$ cat src/rtl/write_interface.sv
// -----------------------------------------------------------------------------
// write_interface
//
// Write-side front end of the synchronous shadow-model FIFO. It owns the write
// pointer and gates write requests against the full condition. It drives the
// storage array's write port. It also derives full, almost_full, fill_level and
// a sticky overflow flag by comparing its own pointer with the read pointer.
// The read-side block supplies that read pointer from the same clock domain.
//
// Parameters
//   DATA_WIDTH  width of a FIFO word
//   ADDR_WIDTH  storage address width, DEPTH = 2**ADDR_WIDTH
//   AF_MARGIN   almost_full asserts when free slots <= AF_MARGIN (1..DEPTH-1)
//
// Ports
//   clk             single clock, rising edge
//   rstn            asynchronous active-low reset
//   write_en        write request for this cycle
//   write_data      word to store
//   read_addr       read pointer from the read side, MSB is the wrap bit
//   clear_overflow  single-cycle clear of the overflow flag
//   write_addr      write pointer, MSB is the wrap bit
//   mem_write_en    storage write strobe (write_en && !full)
//   mem_write_data  write_data, passed straight through
//   full            FIFO holds DEPTH words
//   almost_full     fill_level >= DEPTH - AF_MARGIN
//   fill_level      number of stored words, 0..DEPTH
//   overflow        sticky, set when a write is attempted while full
//   drop_count      16-bit saturating count of rejected writes
//                   (present only when WRITE_IF_DROP_CNT_EN is defined)
//
// Build option
//   WRITE_IF_DROP_CNT_EN  adds the drop_count port and its register.
//                         Nothing else changes when it is defined.
// -----------------------------------------------------------------------------
module write_interface #(
    parameter int DATA_WIDTH = 8,
    parameter int ADDR_WIDTH = 10,
    parameter int AF_MARGIN  = 4
) (
    input  logic                  clk,
    input  logic                  rstn,
    input  logic                  write_en,
    input  logic [DATA_WIDTH-1:0] write_data,
    input  logic [ADDR_WIDTH:0]   read_addr,
    input  logic                  clear_overflow,
    output logic [ADDR_WIDTH:0]   write_addr,
    output logic                  mem_write_en,
    output logic [DATA_WIDTH-1:0] mem_write_data,
    output logic                  full,
    output logic                  almost_full,
    output logic [ADDR_WIDTH:0]   fill_level,
`ifdef WRITE_IF_DROP_CNT_EN
    output logic                  overflow,
    output logic [15:0]           drop_count
`else
    output logic                  overflow
`endif
);

    localparam int DEPTH = 2 ** ADDR_WIDTH;

    // fill_level at or above this value means at most AF_MARGIN free slots.
    localparam logic [ADDR_WIDTH:0] AF_THRESH = (ADDR_WIDTH + 1)'(DEPTH - AF_MARGIN);
    localparam logic [ADDR_WIDTH:0] PTR_ONE   = (ADDR_WIDTH + 1)'(1);

    logic reject;

    // -------------------------------------------------------------------------
    // Status derived combinationally from the registered pointers.
    // The extra wrap bit separates full from empty when the low address bits
    // match. Unsigned modular subtraction gives the occupancy directly, and it
    // stays correct across the 2**(ADDR_WIDTH+1)-1 -> 0 pointer wrap.
    // -------------------------------------------------------------------------
    always_comb begin
        full = (write_addr[ADDR_WIDTH] != read_addr[ADDR_WIDTH]) &&
               (write_addr[ADDR_WIDTH-1:0] == read_addr[ADDR_WIDTH-1:0]);
    end

    assign fill_level  = write_addr - read_addr;
    assign almost_full = full || (fill_level >= AF_THRESH);

    // Accept/reject gating. full comes only from registered pointers, so a read
    // in the same cycle cannot let a write through while the FIFO is full.
    assign mem_write_en   = write_en && !full;
    assign mem_write_data = write_data;
    assign reject         = write_en && full;

    // -------------------------------------------------------------------------
    // Write pointer
    // -------------------------------------------------------------------------
    always_ff @(posedge clk or negedge rstn) begin
        if (!rstn) begin
            write_addr <= '0;
        end else if (mem_write_en) begin
            write_addr <= write_addr + PTR_ONE;
        end
    end

    // -------------------------------------------------------------------------
    // Sticky overflow: a set in the same cycle wins over clear_overflow
    // -------------------------------------------------------------------------
    always_ff @(posedge clk or negedge rstn) begin
        if (!rstn) begin
            overflow <= 1'b0;
        end else if (reject) begin
            overflow <= 1'b1;
        end else if (clear_overflow) begin
            overflow <= 1'b0;
        end
    end

`ifdef WRITE_IF_DROP_CNT_EN
    // -------------------------------------------------------------------------
    // Rejected-write counter. It saturates at all-ones. When a clear and a
    // reject share a cycle, the clear happens first and the reject is then
    // counted, so the result is 1.
    // -------------------------------------------------------------------------
    always_ff @(posedge clk or negedge rstn) begin
        if (!rstn) begin
            drop_count <= 16'h0000;
        end else if (reject) begin
            if (clear_overflow) begin
                drop_count <= 16'h0001;
            end else if (drop_count != 16'hFFFF) begin
                drop_count <= drop_count + 16'h0001;
            end
        end else if (clear_overflow) begin
            drop_count <= 16'h0000;
        end
    end
`endif

endmodule

$ cat config.mk
export PLATFORM = sky130hd
export DESIGN_NAME = write_interface
export DESIGN_NICKNAME = d
export VERILOG_FILES = /design/src/rtl/write_interface.sv
export SDC_FILE = /design/constraint.sdc
export NUM_CORES = 1
export LEC_CHECK = 0
export ABC_AREA = 1
export CAP_MARGIN = 40
export CORE_ASPECT_RATIO = 0.9
export CORE_MARGIN = 2
export CORE_UTILIZATION = 40
export DETAILED_ROUTE_END_ITERATION = 7
export GPL_ROUTABILITY_DRIVEN = 0
export PLACE_DENSITY = 0.85
export SETUP_SLACK_MARGIN = 0.1
export SLEW_MARGIN = 20
export SYNTH_ARGS = -nofsm -noshare
export SYNTH_HDL_FRONTEND = slang
export SYNTH_SLANG_ARGS = --single-unit
$ cat constraint.sdc
create_clock -name clk -period 2.35 [get_ports clk]
set_clock_uncertainty 0.05 [all_clocks]
set_input_delay 0.47 -clock clk [delete_from_list [all_inputs] [get_ports clk]]
set_output_delay 0.47 -clock clk [all_outputs]
set_load 0.01 [all_outputs]
* Yosys cells after proc, flatten, opt, wreduce, memory -nomap -nowiden *
Index checks and enable logic that the tools add are counted.

storage, ports and cells
  register bits = 12
  bits of input ports = 23

cells by class
  add/subtract/negate cells = 2
  magnitude comparators = 1
  eq/ne operators = 2
  muxes and demuxes = 2
  reductions and logical operators = 6

operator list
  operator                                                                  count
  11-bit by 1-bit adder with 11-bit output (second input constant)          1
  11-bit by 10-bit >= comparator with 1-bit output (second input constant)  1
  11-bit subtractor                                                         1
  10-bit equality test                                                      1
  1-bit logical AND                                                         3
  1-bit 2-to-1 mux                                                          2
  2-bit nonzero test                                                        1
  1-bit logical NOT                                                         1
  1-bit logical OR                                                          1
  1-bit != test                                                             1

* Logic depth before layout (Yosys ltp) *
Gate-level depths: netlist of the first run.

  depth in word-level cells = 4
  gate-level depth with buffers = 14
  gate-level depth less buffers = 14

* Worst setup path before layout of the first run *
No wires, ideal clock.

  kind = reg-to-output
  start = reg write_addr[0]
  end = out almost_full
  arrival time = 1.869 ns
  path slack = -0.039 ns
  stages on the path, launching flop included = 14
  path buffers = 0
  cells stage by stage = dfrtp_1 -> inv_1 -> ha_1 -> inv_1 -> fa_1 -> nand2_1 -> nand2_1 -> nand3_1 -> nand3_1 -> nand2_1 -> nand2_1 -> nor2_1 -> nand3_1 -> nand2_1

on the way
  word-level cells in the longest chain between the ends = 3
  elaborated cells on any way between the ends = 5

RTL lines
  item                                              RTL line  RTL
  from (decl)                                       47        output logic [ADDR_WIDTH:0] write_addr,
  from (signal assigned)                            96        write_addr <= write_addr + PTR_ONE;
  11-bit subtractor                                 80        assign fill_level = write_addr - read_addr;
  net fill_level[8]                                 52        output logic [ADDR_WIDTH:0] fill_level,
  11-bit by 10-bit >= comparator with 1-bit output  81        assign almost_full = full || (fill_level >= AF_THRESH);
  1-bit logical OR                                  81
  to (decl)                                         51        output logic almost_full,

The timed path passes the listed nets, and every way through them passes these cells.

* Worst setup path after layout of the first run *
  start = reg write_addr[0]
  end = out almost_full

on the way
  word-level cells in the longest chain between the ends = 3
  elaborated cells on any way between the ends = 5

RTL lines
  item                                                                                          RTL line
  11-bit subtractor / 10-bit equality test (equally long branches)                              80, 77
  11-bit by 10-bit >= comparator with 1-bit output / 1-bit logical AND (equally long branches)  81, 76
  1-bit logical OR (*)                                                                          81

Every way passes the cells marked *; elsewhere a longest branch is shown, timed or not.

==> out/results.ini, run 1 <==
[layout]
layout_common_cells=buf_4, nand2_1, inv_1, clkdlybuf4s50_1
final_common_cell=buf_4
nNetsFinal=335
area_growth_syn_to_layout_pct=89.5
final_util=0.780
final_layout_size_suffix_gt1_frac=0.522
diodes=0
fin_area_sq_um=2570

[place]
postPlaceCellArea_sq_um=2060
port_buffers=40
place_ws_ns=-0.986
hpwl_mm=2.97

[min_path]
hp-class=reg -> reg

[die]
die_x_um=65.4
chipHeight_um=59.3
dieArea_sq_um=3880
start_util=0.411
ioPinCount=57
fp-row-count=20
core-area_sq_um=3300

[drt]
drtIter0Drc=234
via_per_inst=5.12
ant_nets=0
routedWlPerCell_um=16.0
dr_total_vias=1755
dr.pass1.iters=4
drc=0
wl_mm=5.49

[setup_path]
arrival_ns=2.25
cp_cell_sequence=inv_4 -> ha_4 -> inv_2 -> fa_2 -> nand2_2 -> nand2_4 -> nand3_4 -> nand2_4 -> nand2_4 -> a21o_1 -> nand2_2 -> nor2_2 -> nand2_1 -> buf_2
path_delay_family=simple AND/OR/NAND/NOR gates
critPathBufInv=3
cp_common_cell=nand2_4
endpoint_kind=output port
critical_path.max_stage_delay_ns=0.42
worstSetupPathType=reg -> out
worstPathRequired_ns=1.83
crit_slowest_cell=dfrtp_2
cp_max_fo=4
worst_setup_path_start_kind=register

[timing]
fmax_mhz=361
hold_viol=0
grt_setup_unrepaired=yes
maxSlewViolCount=0
layout_worst_path_cycle_share=1.18
setup_ws_ns=-0.422
setup-violations-final=8
max-slew-margin-rel=0.612
fin_crit_ns=2.77
worst_slew_pin_slew_ns=0.580

[power]
ir_drop_uv=658
cell_internal_pwr_w=0.00149
cellPowerDensity_nw_per_um2=1060
clock_power_share=0.084
p_leak_nw=1.31
switching_share=0.454
seq_power_share=0.126
power_switching_w=0.00123
comb_power_share=0.790

[clocking]
insertion_delay_ns=0.24
h-tree-depth=1
ctsHoldBuffers=0
cts_inserted_buffers=3
clk_pin_slew_worst_paths_ns=0.05
root_buffer=clkbuf_8
cts_num_sinks=12
tritoncts=yes
cts.path.max_buffers=2

[grt]
antenna_found_initial=0
grt_usage=0.263
grt_max_degree=14
overflow=0
grt_pass1_wl_mm=7.72
grt_pass1_vias=1698

[logic_synthesis]
synthDistinctLibCells=26
ys_ff_latch=12
yosysWarnings=0
synth_edf_count=0
synth_ff_type=dfrtp_1
synthCells=209
synth_top_area_share=0.221
syn_avg_cell_area_sq_um=6.50
async_flop_share=1.00
syn_nets=244
synth.area.top_cells=dfrtp_1, nand2_1, inv_1
synth_top_area_cell=dfrtp_1
yosysSeqAreaShare=0.221
syn-cell-area_sq_um=1360

[status]
failed_checks=negative setup slack
status=finished, violations left

[run]
cap_violations=0

-- per-stage QoR --
step | TNS, ns | total power (W) | hold slack [ns] | std cells
floorplan | 0 | 0.00104 | 0.124 | 209
global placement | -9.81 | 0.00181 | 0.472 | 325
detailed placement | -10.19 | 0.00185 | 0.485 | 325
CTS | -1.21 | 0.00238 | 0.494 | 338
global route | -2.07 | 0.00287 | 0.531 | 343
finish | -1.53 | 0.00272 | 0.514 | 343
-- repair_timing --
item,in CTS,in global routing
resized for setup,131,38
setup buffers,10,6
pin swaps,42,25
endpoints found under the setup margin,14,13
-- final cells by class --
type / count / area, sq um
clock buffers: 4 / 55.1
inverters: 40 / 158
fillers: 201 / 728
multi-input cells: 148 / 1180
flip-flops and latches: 12 / 302
repair buffers: 95 / 822
well taps: 44 / 55.1
-- synthesized netlist by cell type (2+ instances only) --
cell type / n
xor2_1: 8
buf_4: 8
xnor2_1: 3
nor2_1: 14
o21ai_2: 4
inv_1: 39
nand2_1: 71
nor3_1: 2
o21bai_1: 2
nand3_1: 16
dfrtp_1: 12
nand4_1: 2
o21ai_0: 2
a21oi_1: 4
ha_1: 11
-- registers in the layout, indices dropped and copies added (netlist names) --
name and flops:
overflow 1, write_addr 11
-- per-layer routing --
metal / global-route usage / share of wire / vias up
met1: 0.307 / 0.39 / 854
met5: 0 / 0 / -
li1: - / - / 813
met3: 0.0437 / 0.052 / 16
met2: 0.465 / 0.53 / 72
met4: 0.140 / 0.025 / 0
-- tightest hold or removal path: cells and delay by family, from the launching register on --
family	cells	cell delay [ns]
compound gates	1	0.07
flops	1	0.38
buf+inv	1	0.06
-- worst paths after layout --
check                                     startpoint                        end  slack (ns)  depth (start not counted)
max                        write_addr[0]$_DFFE_PN0P_                almost_full       -0.42                         14
min                             overflow$_DFFE_PN0P_       overflow$_DFFE_PN0P_        0.51                          2
max reg2reg                write_addr[4]$_DFFE_PN0P_  write_addr[2]$_DFFE_PN0P_        0.43                         10
min reg2reg                     overflow$_DFFE_PN0P_       overflow$_DFFE_PN0P_        0.51                          2
max in group asynchronous                       rstn  write_addr[0]$_DFFE_PN0P_        1.29                          1
min in group asynchronous                       rstn  write_addr[3]$_DFFE_PN0P_        0.55                          1
-- cell families (layout without fill, tap and decap cells) --
group / count (synthesis) / after routing / synth area share
simple gates: 111 / 111 / 0.351
buf+inv: 49 / 139 / 0.165
compound gates: 13 / 13 / 0.0645
fa+ha+maj: 12 / 12 / 0.116
xor+xnor: 12 / 12 / 0.0829
flops: 12 / 12 / 0.221
-- power groups by stage --
stage	Sequential [W]	Combinational (W)	Clock, W
floorplan	0.000362	0.000677	0
global placement	0.000307	0.00150	0
detailed placement	0.000311	0.00154	0
CTS	0.000327	0.00182	0.000236
global route	0.000345	0.00228	0.000247
finish	0.000342	0.00215	0.000228
Power figures use the tool's default switching activity.
==> run 2, diff against run 1 <==
Settings changed: SETUP_SLACK_MARGIN 0.1 to 0.4.
Clock period 2.35 ns to 3.06 ns, I/O delays scaled along.
==> run 2 against run 1 <==
  * Flip-flop and latch count unchanged
  * Die area unchanged
  * Non-clock buffer count decreased by 13
  * The flow now finishes without violations
  * First-iteration DRC count decreased by 35%
  * Sequential power decreased by 17%
  * Via count decreased by 5.1%
  * Global-route usage decreased by 2.6 points
==> out/results.ini, run 2 (synthesis gave the netlist of run 1 again) <==
[power]
cellPowerDensity_nw_per_um2=808  ; -24%
p_leak_nw=1.21  ; -7.2%
power_switching_w=0.000913  ; -26%
switching_share=0.464  ; +0.0106
cell_internal_pwr_w=0.00105  ; -29%
seq_power_share=0.144  ; +0.018
clock_power_share=0.090  ; +0.006
finalPower_w=0.00197  ; -28%
comb_power_share=0.767  ; -0.023
ir_drop_uv=564  ; -14%

[timing]
worst_slew_pin_slew_ns=0.532  ; -0.0474 ns
fmax_mhz=338
max-slew-margin-rel=0.644  ; +0.0317
fin_crit_ns=2.95
setup-violations-final=0  ; -8
fin_hold_ws_ns=0.492  ; -0.0215 ns
grt_setup_unrepaired=yes
maxSlewViolCount=0  ; unchanged
tns_ns=0  ; +1.53 ns
hold_viol=0  ; unchanged
layout_worst_path_cycle_share=0.965

[die]
die_x_um=65.4  ; unchanged
core-area_sq_um=3300  ; unchanged
start_util=0.411  ; unchanged
chipHeight_um=59.3  ; unchanged
fp-row-count=20  ; unchanged
dieArea_sq_um=3880  ; unchanged
ioPinCount=57  ; unchanged

[status]
status=complete, no violations

[setup_path]
critPathBufInv=3  ; unchanged
arrival_ns=2.29  ; +0.04 ns
worstSetupPathType=in -> out
crit_slowest_cell=fa_2
worst_setup_path_start_kind=input port
worstPathRequired_ns=2.40  ; +0.57 ns
cp_cell_sequence=clkdlybuf4s15_1 -> inv_2 -> fa_2 -> nand2_4 -> nand2_8 -> nand3_4 -> nand2_4 -> nand2_2 -> a21o_1 -> nand2_1 -> nor2_1 -> nand2_1 -> buf_2
path_delay_family=simple AND/OR/NAND/NOR gates
critical_path.max_stage_delay_ns=0.44  ; +0.02 ns
cp_max_fo=4  ; unchanged
endpoint_kind=output port

[layout]
layout_common_cells=nand2_1, buf_4, inv_1, clkdlybuf4s50_1
largest_reg_flops=11  ; unchanged
final_layout_size_suffix_gt1_frac=0.458  ; -0.0637
final_common_cell=nand2_1
diodes=0  ; unchanged
multi_input_area_sq_um=1180  ; -0.32%
area_growth_syn_to_layout_pct=79.1
nNetsFinal=322  ; -3.9%
nFillCells=235  ; +17%
top_regs=write_addr x11, overflow x1
fin_cells=330  ; -3.8%
top_register=write_addr
seqCellArea_sq_um=300  ; -0.41%

[clocking]
insertion_delay_ns=0.25  ; about the same
root_buffer=clkbuf_8
ctsHoldBuffers=0  ; unchanged
tritoncts=yes
clk_pin_slew_worst_paths_ns=0.05  ; about the same
cts_inserted_buffers=3  ; unchanged
h-tree-depth=1  ; unchanged
cts_num_sinks=12  ; unchanged
cts.path.max_buffers=2  ; unchanged

[drt]
ant_nets=0  ; unchanged
routedWlPerCell_um=15.0  ; -6.1%
dr_total_vias=1666  ; -5.1%
via_per_inst=5.05  ; -1.3%
drc=0  ; unchanged
wl_mm=4.96  ; -9.7%
dr.pass1.iters=4  ; unchanged
drtIter0Drc=152  ; -35%

[grt]
overflow=0  ; unchanged
grt_pass1_wl_mm=6.98  ; -9.7%
grt_pass1_vias=1575  ; -7.2%
grt_max_degree=14  ; unchanged
grt_usage=0.237  ; -0.0262
antenna_found_initial=0  ; unchanged

[run]
cap_violations=0  ; unchanged

[min_path]
hp-class=reg -> reg

[place]
port_buffers=40  ; unchanged
numPlacedInstances=313  ; -3.7%
hpwl_mm=2.87  ; -3.2%

run 2: tightest hold or removal path, delay by kind of cell (launching register included):
kind                   cells  cell delay, ns
buffers and inverters      1            0.05
flip-flops                 1            0.37
AO/OA/AOI/OAI              1            0.07
run 2: worst paths after layout:
check	from	to	slack, ns	cells after the start
max reg2reg	write_addr[3]$_DFFE_PN0P_	write_addr[2]$_DFFE_PN0P_	1.16	9
min in group asynchronous	rstn	write_addr[4]$_DFFE_PN0P_	0.66	1
max	read_addr[1]	almost_full	0.11	13
min reg2reg	overflow$_DFFE_PN0P_	overflow$_DFFE_PN0P_	0.49	2
max in group asynchronous	rstn	write_addr[7]$_DFFE_PN0P_	1.94	1
min	overflow$_DFFE_PN0P_	overflow$_DFFE_PN0P_	0.49	2
run 2: through the flow:
step                utilization  cell area [sq um]  setup slack (ns)
detailed placement        0.594               1960            -0.579
floorplan                     -               1360             0.477
CTS                       0.695               2300             0.228
global placement          0.594               1960            -0.510
finish                    0.737               2430             0.106
global route              0.737               2430          -0.00880
run 2: final cells by class:
class	instances	area share
timing repair buffer	82	0.283
sequential	12	0.123
clock buffer	4	0.0226
tap	44	0.0226
inverter	40	0.0638
multi-input combinational	148	0.485
run 2: metal layers:
layer | up-vias | global-route usage | wire length, um
met5 | - | 0 | 0
met4 | 0 | 0.0923 | 190
met3 | 18 | 0.0266 | 229
met2 | 62 | 0.446 | 2510
met1 | 792 | 0.276 | 2030
li1 | 794 | - | -
run 2: power by group through the flow:
stage | clock, W | sequential (W) | combinational (W)
after floorplan | 0 | 0.000275 | 0.000516
after global placement | 0 | 0.000260 | 0.00107
after detailed placement | 0 | 0.000262 | 0.00110
after CTS | 0.000178 | 0.000280 | 0.00127
after global routing | 0.000187 | 0.000289 | 0.00160
final | 0.000176 | 0.000283 | 0.00151
run 2: repair_timing:
action	4_1_cts	5_1_grt
pin swaps	34	17
endpoints found under the setup margin	14	13
gates resized for setup	109	34
setup buffers	8	5
cloned	0	0
==> run 3, diff against run 2 <==
Settings changed: SKIP_CTS_REPAIR_TIMING set to 1.
==> run 3 against run 2 <==
  * Worst hold slack better by 0.0061 ns
  * Setup slack gained 0.048 ns
  * Combinational power down 9%
  * Non-clock buffer count decreased by 5
  * Global-route usage is 5.6 points lower
  * Final cell count is 1.5% lower
  * Clock power hardly changed
  * Maximum frequency grew 1.6%
  * Register-to-register slack worse by 0.05 ns
  * Flip-flop and latch count is the same
  * Critical path depth fell by 6
  * Critical path type unchanged
  * Critical endpoint is now fill_level[2]
  * Largest power group unchanged
==> out/results.ini, run 3 (synthesis gave the netlist of run 1 again) <==
[layout]
top_regs=write_addr x11, overflow x1
largest_reg_flops=11  ; unchanged
multi_input_area_sq_um=1090  ; -7.6%
layout_common_cells=nand2_1, buf_4, inv_1, clkdlybuf4s50_1, dlymetal6s2s_1
area_growth_syn_to_layout_pct=75.1
diodes=0  ; unchanged
nNetsFinal=317  ; -1.6%
fin_area_sq_um=2380  ; -2.2%
nFillCells=233  ; -0.85%
top_register=write_addr
seqCellArea_sq_um=302  ; +0.42%
final_layout_size_suffix_gt1_frac=0.395  ; -0.0630
final_common_cell=nand2_1

[min_path]
hold-path-endpoint=overflow$_DFFE_PN0P_
whs_path_depth=2  ; unchanged
min-delay-start=overflow$_DFFE_PN0P_
hp-class=reg -> reg

[power]
p_leak_nw=1.31  ; +8.1%
finalPower_w=0.00182  ; -7.5%
ir_drop_uv=505  ; -10%
cellPowerDensity_nw_per_um2=765  ; -5.4%

[drt]
wl_mm=4.51  ; -9.1%
dr_total_vias=1606  ; -3.6%
ant_nets=0  ; unchanged
drc=0  ; unchanged
drtIter0Drc=118  ; -22%
via_per_inst=4.94  ; -2.1%
routedWlPerCell_um=13.9  ; -7.7%
dr.pass1.iters=4  ; unchanged

[setup_path]
crit_slowest_cell=clkdlybuf4s50_1
ff2ff_setup_slack_ns=1.11  ; -0.05 ns
worstPathRequired_ns=2.40  ; about the same
critical_path.max_stage_delay_ns=0.52  ; +0.08 ns
worstSetupPathType=in -> out
worst-r2r-cell-count=8  ; -1
cp_max_fo=2  ; -2
timing.rr.start=write_addr[3]$_DFFE_PN0P_
arrival_ns=2.24  ; -0.05 ns
cp_cell_sequence=clkbuf_2 -> ha_4 -> inv_2 -> fa_2 -> xor2_1 -> buf_4 -> clkdlybuf4s50_1
worst_setup_path_start_kind=input port
endpoint_kind=output port
r2r-end=overflow$_DFFE_PN0P_

[clocking]
tritoncts=yes
h-tree-depth=1  ; unchanged
cts_num_sinks=12  ; unchanged
insertion_delay_ns=0.25  ; about the same
cts.path.max_buffers=2  ; unchanged
cts_inserted_buffers=3  ; unchanged
root_buffer=clkbuf_8
clk_pin_slew_worst_paths_ns=0.05  ; about the same

[timing]
maxSlewViolCount=0  ; unchanged
worst_slew_pin_slew_ns=0.544  ; +0.0117 ns
setup-violations-final=0  ; unchanged
max-slew-margin-rel=0.636  ; -0.00784
fin_crit_ns=2.91  ; -0.0477 ns
layout_worst_path_cycle_share=0.950  ; -0.0156
hold_viol=0  ; unchanged
grt_setup_unrepaired=yes
fmax_mhz=344  ; +1.6%
setup_ws_ns=0.153  ; +0.0477 ns

[grt]
grt_max_degree=14  ; unchanged
grt_pass1_vias=1384  ; -12%
antenna_found_initial=0  ; unchanged
grt_usage=0.181  ; -0.0559
overflow=0  ; unchanged
grt_pass1_wl_mm=5.44  ; -22%

[place]
hpwl_mm=2.87  ; unchanged
port_buffers=40  ; unchanged
postPlaceCellArea_sq_um=1960  ; unchanged
place_ws_ns=-0.579  ; unchanged

[die]
start_util=0.411  ; unchanged
fp-row-count=20  ; unchanged
dieArea_sq_um=3880  ; unchanged
chipHeight_um=59.3  ; unchanged
ioPinCount=57  ; unchanged
core-area_sq_um=3300  ; unchanged
die_x_um=65.4  ; unchanged

[run]
cap_violations=0  ; unchanged

[status]
status=complete, no violations

[run 3: changes by cell type in the layout (fill, tap and decap cells not counted), sizes merged]
cell           previous run  this run
clkbuf                    7         6
clkdlybuf4s15             3         0
buf                      50        41
dlymetal6s2s              0        16
dlygate4sd2               8         0
[run 3: worst max path at each step]
stage | from | endpoint | slack (ns) | depth (start not counted)
2_1_floorplan | read_addr[0] | almost_full | 0.48 | 12
3_3_place_gp | read_addr[0] | almost_full | -0.51 | 14
3_5_place_dp | read_addr[0] | almost_full | -0.58 | 14
4_1_cts | read_addr[0] | almost_full | -0.59 | 14
5_1_grt | write_addr[0]$_DFFE_PN0P_ | almost_full | 0.06 | 12
6_report | read_addr[0] | fill_level[2] | 0.15 | 7
[run 3: metal layers]
| metal | GRT usage | wire length [um] | vias to the layer above |
|---|---|---|---|
| met5 | 0 | 0 | - |
| met4 | 0.0923 | 124 | 0 |
| met3 | 0.0247 | 232 | 14 |
| met2 | 0.347 | 2300 | 69 |
| met1 | 0.194 | 1850 | 743 |
| li1 | - | - | 780 |
[run 3: final cells by class]
cell class,instances,share of cell area
Sequential cell,12,0.127
Timing Repair Buffer,77,0.305
Tap cell,44,0.0231
Multi-Input combinational cell,148,0.458
Clock buffer,4,0.0231
Inverter,40,0.0641
[run 3: worst max-delay path, delay by kind of cell]
| kind | cells | cell delay (ns) |
|---|---|---|
| xor+xnor | 1 | 0.26 |
| fa+ha+maj | 2 | 0.53 |
| buf+inv | 4 | 0.83 |
[run 3: through the flow]
stage / setup TNS (ns) / hold WS (ns) / std cells / utilization
finish: 0 / 0.498 / 325 / 0.720
detailed placement: -3.94 / 0.493 / 313 / 0.594
global placement: -3.55 / 0.479 / 313 / 0.594
global route: 0 / 0.507 / 325 / 0.720
CTS: -3.96 / 0.500 / 317 / 0.610
floorplan: 0 / 0.266 / 209 / -
[run 3: power breakdown]
group          internal (W)  switching [W]
clock network      0.000114      0.0000596
logic              0.000705       0.000662
registers          0.000202      0.0000775
==> RTL change 1 (flow settings as in run 3) <==
Build with the macro `WRITE_IF_DROP_CNT_EN` defined.
--- a/src/rtl/write_interface.sv
+++ b/src/rtl/write_interface.sv
@@ -34,4 +34,6 @@
 //                         Nothing else changes when it is defined.
 // -----------------------------------------------------------------------------
+`define WRITE_IF_DROP_CNT_EN
+
 module write_interface #(
     parameter int DATA_WIDTH = 8,
Check against the original RTL (old outputs only; new: drop_count): equivalent (equiv_simple and equiv_induct, registers matched by name and starting in step).
==> RTL change 1 against run 3 <==
  * Sequential share of layout area rose by 6.6 points
  * Area after synthesis rose by 74%
  * Combinational power rose by 26%
  * Power rose by 35%
  * Critical path depth rose by 8
  * Largest cell class unchanged
  * Design area rose by 53%
  * Critical path type is now register to primary output
  * Highest routed layer unchanged
  * Clock power rose by 37%
  * Sequential cell count rose by 16
  * Wire length rose by 94%
  * Count of clock-buffer cells in the layout did not move
  * Sequential power rose by 75%
  * Worst setup slack got worse by 0.035 ns
==> RTL change 1: results (changes against run 3) <==
metric,value,unit,change
GRT Total Usage,20.5,%,+2.4 points
first-pass GRT wire length,11300,microns,+110%
First-pass DRT Iterations,6,,+2
WHS,0.487,ns,-0.0106 ns
Synth Instances,354,,+69%
Mapped Nets,390,,+60%
P_sw,1.05,mW,+32%
"Arr. time, crit path",2.28,ns,+0.04 ns
leakage,1.88,nW,+43%
pre-CTS WS,-0.585,ns,-0.00643 ns
met1 GRT Util,27.9,%,+8.5 points
WL met1,3270,microns,+77%
CP endpoint,almost_full,,
Post-Synth Adder-Cell Area,7.19,%,-4.4 points
Slew @ Worst Pin,0.625,ns,+0.0810 ns
P_comb,1.72,mW,+26%
"Reg clk slew, reported paths",0.10,ns,+0.05 ns
worst r2r src,write_addr[4],,
hpwl dp,5130,microns,+78%
grt met3 use,1.72,%,-0.75 points
Synth Area in XOR/XNOR,5.55,%,-2.7 points
CP max stage cell,fa_2,,
pin count of the biggest net entering global routing,29,,+15
DR WL/cell,16.7,microns,+21%
CP max stage delay,0.40,ns,-0.12 ns
Critical path origin,write_addr[0],,
Worst Path Max Fanout,3,,+1
top flop regs,"drop_count: 16 flops, write_addr: 11 flops, overflow: 1 flops",,
R2R Setup Slk,0.56,ns,-0.55 ns
met2 Use GR,33.6,%,-1.1 points
Flop pwr share,20.0,%,+4.6 points
sequential power,490,uW,+75%
met3 wire length,814,microns,+250%
Max Cap Viol,0,,unchanged
DR vias/cell,5.62,,+14%
top post-synthesis cells by area,"dfrtp_1 (30%), nand2_1 (18%), inv_1 (8.9%)",,
vias in the first global route,2540,,+84%
RR Endpoint,write_addr[10],,
worst vdd ir,0.000467,V,-7.6%
Starting DRT DRC Count,320,,+170%
compound-cell area share of the yosys netlist,5.98,%,-0.47 points
reg2reg path depth,12,,+4
top post-synthesis cells by count,"nand2_1 (115), inv_1 (56), nand3_1 (29)",,
Root Driver,clkbuf_8,,
outcome,completed,,
RTL change 1: cell count changes after synthesis, moves of 3 or more:
| cell | change |
|---|---|
| inv_1 | +17 |
| xnor2_1 | +3 |
| nor2_1 | +12 |
| nand4_1 | +16 |
| dfrtp_1 | +16 |
| nand3_1 | +13 |
| o21ai_0 | +13 |
| nand2_1 | +44 |
| nor3_1 | +4 |
RTL change 1: worst reg2reg max path: cells and delay by family, from the launching register on:
kind                     cells  cell delay [ns]
AND/OR/NAND/NOR              8             1.13
flip-flops                   1             0.47
buffers and inverters        3             0.45
adder cells (fa/ha/maj)      1             0.30
RTL change 1: final cells by class:
type	count	area, sq um
Sequential cell	28	703
Inverter	57	216
Tap cell	70	87.6
Fill cell	396	2040
Clock buffer	4	55.1
Multi-Input combinational cell	258	1650
Timing Repair Buffer	105	937
RTL change 1: kinds of logic after synthesis:
kind of cell               count (synthesis)
and+or+nand+nor                          206
buffers and inverters                     68
adders and majority gates                 13
DFF                                       28
xor gates and xnor gates                  15
AOI/OAI and AO/OA                         24
==> RTL change 2 (flow settings as in run 3) <==
Without the edit above. Register the output `fill_level`, cleared by the reset; this adds one clock of latency there. The other outputs are not delayed to match.
--- a/src/rtl/write_interface.sv
+++ b/src/rtl/write_interface.sv
@@ -65,4 +65,6 @@
     localparam logic [ADDR_WIDTH:0] PTR_ONE   = (ADDR_WIDTH + 1)'(1);
 
+    logic [ADDR_WIDTH:0] fill_level_d;
+
     logic reject;
 
@@ -78,6 +80,6 @@
     end
 
-    assign fill_level  = write_addr - read_addr;
-    assign almost_full = full || (fill_level >= AF_THRESH);
+    assign fill_level_d = write_addr - read_addr;
+    assign almost_full = full || (fill_level_d >= AF_THRESH);
 
     // Accept/reject gating. full comes only from registered pointers, so a read
@@ -132,4 +134,12 @@
 `endif
 
+    always_ff @(posedge clk or negedge rstn) begin
+        if (!rstn) begin
+            fill_level <= '0;
+        end else begin
+            fill_level <= fill_level_d;
+        end
+    end
+
 endmodule
 
Function: changed (Yosys sat finds a counterexample within 4 cycles, from zero or initial values and one cycle with rstn low).
==> RTL change 2 against run 3 <==
  * Critical path depth up 7
  * Count of clock-buffer cells in the layout down 1
  * Worst setup slack better by 0.043 ns
  * Design area up 10%
  * Area after synthesis up 21%
  * Sequential share of layout area up 9.5 points
  * Sequential cell count up 11
  * Power up 10%
  * Wire length up 9.9%
  * Critical endpoint is now almost_full
  * Core utilization down 6.9 points
  * Final cell count up 3.1%
==> RTL change 2: results (changes against run 3) <==
metric,value,unit,change
Finished Layout Cells,335,,+3.1%
synth unique cells,27,,+3.8%
top flop regs,"fill_level: 11 flops, write_addr: 11 flops, overflow: 1 flops",,
pre-CTS WS,-0.573,ns,+0.00612 ns
Clock Power,191,uW,+10%
WHS Endpoint,write_addr[2],,
share of layout cells above drive strength 1,36.6,%,-2.9 points
sequential area share after synthesis,35.1,%,+13 points
Worst Hold Launch,write_addr[2],,
worst vdd ir,0.000375,V,-26%
final wirelength,4950,microns,+9.9%
hpwl dp,3080,microns,+7.3%
hold path cells,1,,-1
Synth Instances,220,,+5.3%
top post-synthesis cells by area,"dfrtp_1 (35%), nand2_1 (16%), inv_1 (8.9%)",,
outcome,completed,,
"Reg clk slew, reported paths",0.08,ns,+0.03 ns
first-pass GRT wire length,6490,microns,+19%
DR vias/cell,4.99,,+1.1%
reg2reg path depth,11,,+3
Post-DP Area,0.00221,sq mm,+13%
Worst Path Max Fanout,4,,+2
RR Endpoint,write_addr[4],,
Starting DRT DRC Count,142,,+20%
leakage,1.34,nW,+2.4%
pin count of the biggest net entering global routing,24,,+10
WHS,0.507,ns,+0.00910 ns
GRT Total Usage,17.7,%,-0.37 points
sequential power,517,uW,+85%
Slew Limit Headroom,73.0,%,+9.4 points
"Arr. time, crit path",2.20,ns,-0.04 ns
P_sw,850,uW,+6.4%
worst r2r src,write_addr[4],,
top post-synthesis cells by count,"nand2_1 (71), inv_1 (39), dfrtp_1 (23)",,
R2R Setup Slk,1.03,ns,-0.08 ns
==> RTL change 2: cell count changes after synthesis, sizes merged <==
cell    before  now
xor2         8    7
nand3b       0    1
dfrtp       12   23
==> RTL change 2: cells by family after synthesis <==
group,count (synthesis),share of synthesized area (%)
and+or+nand+nor,112,29.7
xor gates and xnor gates,11,6.33
adders and majority gates,12,9.61
buffers and inverters,49,13.9
DFF,23,35.1
AOI/OAI and AO/OA,13,5.34
==> RTL change 2: worst max-delay path by stage <==
| stage | depth (start not counted) | slack, ns | from | end |
|---|---|---|---|---|
| 6_report | 14 | 0.20 | write_addr[0] | almost_full |
| 5_1_grt | 14 | 0.09 | write_addr[0] | almost_full |
| 4_1_cts | 14 | -0.63 | read_addr[0] | almost_full |
| 3_5_place_dp | 14 | -0.57 | read_addr[0] | almost_full |
| 3_3_place_gp | 14 | -0.53 | read_addr[0] | almost_full |
| 2_1_floorplan | 12 | 0.54 | read_addr[0] | almost_full |
==> RTL change 2: final cells by class <==
type	instances	area (sq um)
flip-flops and latches	23	579
fillers	303	1400
clock buffers	3	41.3
multi-input cells	148	1110
inverters	40	153
well taps	48	60.1
repair buffers	72	668
clock inverters	1	5.00
==> RTL change 2: metal layers <==
layer,track usage [%],routed length [microns],vias to the layer above
met4,6.13,116,0
li1,-,-,802
met2,32.4,2660,80
met1,20.0,1880,777
met5,0,0,-
met3,4.20,295,14
==> RTL change 2: critical path: stages (launching register included) <==
cell and delay (ns):
dfrtp_1 0.39, inv_2 0.08, ha_4 0.13, inv_2 0.04
fa_2 0.42, nand2_2 0.09, nand2_4 0.07, nand3_2 0.08
nand3_1 0.09, nand2_1 0.12, nand2_1 0.08, nor2_2 0.09
nand3_1 0.07, nand2_1 0.07, buf_2 0.12
